**config.mk**
```make
export PLATFORM = sky130hd
export DESIGN_NAME = fifo_to_bram_writer
export DESIGN_NICKNAME = d
export VERILOG_FILES = /design/src/rtl/data_path_pkg.sv /design/src/rtl/fifo_to_bram_writer.sv
export SDC_FILE = /design/constraint.sdc
export NUM_CORES = 1
export LEC_CHECK = 0
export ABC_AREA = 1
export BUFFER_PORTS_ARGS = -buffer_cell sky130_fd_sc_hd__buf_2
export CORE_MARGIN = 1
export CORE_UTILIZATION = 45
export DETAILED_ROUTE_END_ITERATION = 6
export GPL_ROUTABILITY_DRIVEN = 0
export GPL_TIMING_DRIVEN = 0
export PLACE_DENSITY = 0.84
export RECOVER_POWER = 50
export SETUP_SLACK_MARGIN = 0.4
export SLEW_MARGIN = 0
export SYNTH_ARGS = -nofsm -noshare
export SYNTH_HDL_FRONTEND = slang
export SYNTH_SLANG_ARGS = --single-unit
```
**constraint.sdc**
```tcl
create_clock -name clk -period 7.7 [get_ports clk]
set_input_delay 0.385 -clock clk [delete_from_list [all_inputs] [get_ports clk]]
set_output_delay 0.385 -clock clk [all_outputs]
set_load 0.05 [all_outputs]
```
**src/rtl/data_path_pkg.sv**
```systemverilog
// Shared types and constants for the generator-to-BRAM data path.
package data_path_pkg;

  typedef enum logic [1:0] {
    ST_IDLE    = 2'd0,
    ST_FETCH   = 2'd1,
    ST_CAPTURE = 2'd2,
    ST_WRITE   = 2'd3
  } wr_state_e;

  localparam logic [7:0] BRAM_WE_ALL = 8'hFF;

endpackage

```
**src/rtl/fifo_to_bram_writer.sv**
```systemverilog
// Drains the generator FIFO into a BRAM ring buffer one 64-bit word per four cycles,
// never overrunning the PS read index.
module fifo_to_bram_writer
  import data_path_pkg::*;
#(
  parameter int ADDR_WIDTH = 13
) (
  input  logic                  clk,
  input  logic                  rstn,
  input  logic                  enable,
  input  logic                  clear_pointers,
  input  logic [ADDR_WIDTH-1:0] ps_read_index,
  input  logic [ADDR_WIDTH-1:0] threshold,
  input  logic                  fifo_empty,
  input  logic [63:0]           fifo_read_data,
  output logic                  fifo_rd_en,
  output logic                  bram_en,
  output logic [7:0]            bram_we,
  output logic [ADDR_WIDTH+2:0] bram_addr,
  output logic [63:0]           bram_din,
  output logic [ADDR_WIDTH-1:0] write_index,
  output logic [31:0]           wrap_count,
  output logic [31:0]           words_written,
  output logic [ADDR_WIDTH-1:0] pending_words,
  output logic                  data_ready,
  output logic                  buffer_full_seen,
  output wr_state_e             dbg_state
);

  // One slot is always kept free so a full ring is distinguishable from an empty one.
  localparam logic [ADDR_WIDTH-1:0] FULL_LEVEL = '1;

  wr_state_e             state_q, state_d;
  logic [63:0]           data_q, data_d;
  logic [ADDR_WIDTH-1:0] wr_idx_q, wr_idx_d;
  logic [31:0]           wrap_q, wrap_d;
  logic [31:0]           words_q, words_d;
  logic                  full_seen_q, full_seen_d;
  logic                  clr_pend_q, clr_pend_d;

  logic ring_full;
  logic clr_req;
  logic start;

  assign pending_words = wr_idx_q - ps_read_index;
  assign data_ready    = (threshold != '0) && (pending_words >= threshold);
  assign ring_full     = (pending_words == FULL_LEVEL);
  // A clear seen while a word is in flight is remembered until the FSM is back in IDLE.
  assign clr_req       = clear_pointers | clr_pend_q;
  assign start         = enable & ~fifo_empty & ~clr_req & ~ring_full;

  always_ff @(posedge clk) begin
    if (!rstn) begin
      state_q <= ST_IDLE;
    end else begin
      state_q <= state_d;
    end
  end

  always_comb begin
    state_d = state_q;
    case (state_q)
      ST_IDLE:    if (start) state_d = ST_FETCH;
      ST_FETCH:   state_d = ST_CAPTURE;
      ST_CAPTURE: state_d = ST_WRITE;
      ST_WRITE:   state_d = ST_IDLE;
      default:    state_d = ST_IDLE;
    endcase
  end

  always_comb begin
    fifo_rd_en = (state_q == ST_FETCH);
    bram_en    = (state_q == ST_WRITE);
    bram_we    = (state_q == ST_WRITE) ? BRAM_WE_ALL : 8'h00;
    bram_din   = (state_q == ST_WRITE) ? data_q : 64'd0;
    bram_addr  = {wr_idx_q, 3'b000};
  end

  always_comb begin
    data_d      = data_q;
    wr_idx_d    = wr_idx_q;
    wrap_d      = wrap_q;
    words_d     = words_q;
    full_seen_d = full_seen_q;
    clr_pend_d  = clr_pend_q;
    case (state_q)
      ST_IDLE: begin
        clr_pend_d = 1'b0;
        if (clr_req) begin
          wr_idx_d    = '0;
          wrap_d      = 32'd0;
          words_d     = 32'd0;
          full_seen_d = 1'b0;
        end else if (enable && !fifo_empty && ring_full) begin
          full_seen_d = 1'b1;
        end
      end
      ST_CAPTURE: begin
        data_d = fifo_read_data;
        if (clear_pointers) clr_pend_d = 1'b1;
      end
      ST_WRITE: begin
        wr_idx_d = wr_idx_q + ADDR_WIDTH'(1);
        words_d  = words_q + 32'd1;
        if (wr_idx_q == FULL_LEVEL) wrap_d = wrap_q + 32'd1;
        if (clear_pointers) clr_pend_d = 1'b1;
      end
      default: begin
        if (clear_pointers) clr_pend_d = 1'b1;
      end
    endcase
  end

  always_ff @(posedge clk) begin
    if (!rstn) begin
      data_q      <= 64'd0;
      wr_idx_q    <= '0;
      wrap_q      <= 32'd0;
      words_q     <= 32'd0;
      full_seen_q <= 1'b0;
      clr_pend_q  <= 1'b0;
    end else begin
      data_q      <= data_d;
      wr_idx_q    <= wr_idx_d;
      wrap_q      <= wrap_d;
      words_q     <= words_d;
      full_seen_q <= full_seen_d;
      clr_pend_q  <= clr_pend_d;
    end
  end

  assign write_index      = wr_idx_q;
  assign wrap_count       = wrap_q;
  assign words_written    = words_q;
  assign buffer_full_seen = full_seen_q;
  assign dbg_state        = state_q;

endmodule
```
==> results.txt <==
Layout cell share with drive strength beyond 1: 16.0%
Longest Clk Path Bufs: 2
P per Cell Area: 275 nW/um^2
Total gr overflow: 0
Die Y: 138 um
HPWL Detailed: 18.9 mm
WL per Instance: 13.6 um
FF+latch count, synth: 145
EDFF count, synth: 0
Cell variety after synth: 50
Top FF cell, synth: dfxtp_1
Startpoint types: flip-flop
Core area: 18,000 sq um
H-tree depth: 4
Worst EP arrival: 3.47 ns
Mapped Avg Cell Area: 6.48 sq um
DRT iter0 DRCs: 427
Status: finished, violations left
Crit-path slowest cell: dfxtp_1
Hold-critical path depth: 3
Worst reg2reg path depth: 7
# port buffers: 275
Synth cell count leaders: 244 x nand2_1, 222 x nor2_1, 197 x inv_1, 145 x dfxtp_1, 92 x o21ai_0
Pleak: 0.00526 uW
Most used cell, CP: nand2_1
Nets: 1,705
CTS resizes: 0
Period utilization: 50.1%
Final setup fails: 0
Synthesis-to-finish area growth: 25.7%
Final ANT Viol Nets: 0
RSZ-0062 raised after global routing: no
Post-Route WL: 24.7 mm
CP Max Fanout: 6
Initial antenna violation count: 1
Top post-synthesis cells by area: dfxtp_1 35%, nand2_1 11%, nor2_1 10%
Top cell type's share of synthesized area: 35.0%
Yosys top cell by area: dfxtp_1
Measured slew at the worst slew-check pin: 1.24 ns
Slowest stage delay, CP: 0.42 ns
Vias: 9,187
Yosys warnings: 0
First-pass GRT wire length: 38.5 mm
Largest delay contributor family on the critical path: adder cells
Worst VDD drop: 0.000209 V
Initial Util: 46.1%
Buffers & Inverters on Critical Path: 4
CP Class: reg2out
Clock sinks: 145
Synth async-reset ratio: 0%
Setup TNS: 0 ns
Worst R2R Setup Slack: 4.54 ns
Die area: 19,000 sq um
# rows: 49
Skew-Pair Late Insertion Delay: 0.43 ns
Failing checks: DRC
Inserted Clock Buffers: 17
Seq/Total Area, Yosys: 35.0%
Via density: 5.05
GRT Total Usage: 25.9%
Type of the most critical hold path: in2reg
# hold bufs at CTS: 0
Cell with the most instances after synthesis: nand2_1
CP endpoint kind: output port
Cells along the critical path: inv_1 -> ha_1 -> fa_1 -> inv_1 -> nand3_1 -> nand2_1 -> nand2_1 -> nand2_1 -> nand2_1 -> nand2_1 -> xnor2_1 -> ha_1 -> nand2_1 -> nor2_1 -> nand3_1 -> o2111ai_1 -> o22ai_1 -> inv_1 -> buf_2
Critical Path RT: 7.32 ns
Die Wd: 138 um
CTS Root Cell: clkbuf_16
Syn Inst Count: 1,281
Num ports: 279
Worst Skew: 0.0113 ns
Max Freq: 0.259 GHz
Synthesized cell area: 8300 sq um
CTS tree: yes
Largest net degree at the start of global routing: 17
Post-CTS setup buffers: 0
Post-route cell area: 10,400 sq um
Worst-path clk slew: 0.07 ns
Vias in the first global route: 8,235
Residual DRC: 11
Fin. max-slew vios: 0
Fin crit period: 3.86 ns
Drt first pass iters: 7
Max_slew headroom: 16.1%
Placed cell area: 9970 sq um
Fin. Hold Viols: 0
WP depth: 19
Maxcap violations: 0
## tightest hold or removal path, cell delays in order
cell and delay, ns:
buf_2 0.08, nor2_1 0.03, nor2_1 0.08
## state kept, by name, summed over array words and instances, names as in the netlist
name and flops:
buffer_full_seen 1, clr_pend_q 1, data_q 64, dbg_state 2, words_written 32, wrap_count 32
write_index 13
## routing by layer
metal	vias up	routed length, um	GRT usage [%]
met2	359	11900	45.8
met5	-	0	0
li1	4657	-	-
met1	4128	10100	29.9
met3	43	2170	6.77
met4	0	572	8.94
## cell type report
class                           instances  area [sq um]
Buffer                                 67           350
Multi-Input combinational cell        871          4300
Tap cell                              229           287
Inverter                              200           752
Timing Repair Buffer                  275          1240
Fill cell                            1736          7590
Antenna cell                            1          2.50
Clock inverter                         13           149
Sequential cell                       145          2900
Clock buffer                           19           443
## logic make-up after synthesis
kind of cell	synth area share [%]
AOI/OAI and AO/OA	12.2
buffers and inverters	13.3
other	0.0452
adders and majority gates	5.06
DFF	35.0
xor gates and xnor gates	1.69
and+or+nand+nor	32.8
## layout by cell type, fill, tap and decap left out, types with 10 or more instances in the layout
cell type  count
nand3_1       50
nor2_1       222
o21ai_0       93
ha_1          32
nor4_1        10
nor3_1        49
nand2_1      244
buf_2        177
a21oi_1       72
clkbuf_16     17
dfxtp_1      145
clkbuf_1     139
buf_4         24
inv_1        197
nand4_1       29
xor2_1        10
## where the power goes
group	switching, uW	internal (uW)
logic	797	272
clock network	356	492
registers	72.0	880
## final timing paths
| path | start | end |
|---|---|---|
| min | fifo_read_data[44] | data_q[44] |
| min reg2reg | buffer_full_seen | buffer_full_seen |
| max reg2reg | dbg_state[0] | wrap_count[2] |
| max | write_index[0] | data_ready |
## per-stage QoR
| step | instances | setup slack, ns | power (uW) | hold slack [ns] | util [%] |
|---|---|---|---|---|---|
| 2_1_floorplan | 1283 | 3.78 | 1740 | 0.463 | - |
| 6_report | 1820 | 3.84 | 2870 | 0.175 | 57.9 |
| 4_1_cts | 1819 | 3.86 | 2900 | 0.161 | 58.6 |
| 5_1_grt | 1820 | 3.64 | 3040 | 0.168 | 57.9 |
| 3_5_place_dp | 1787 | 4.34 | 2040 | 0.441 | 55.3 |
| 3_3_place_gp | 1787 | 4.38 | 2020 | 0.430 | 55.3 |
No activity file was read; power rests on OpenSTA's default activity.
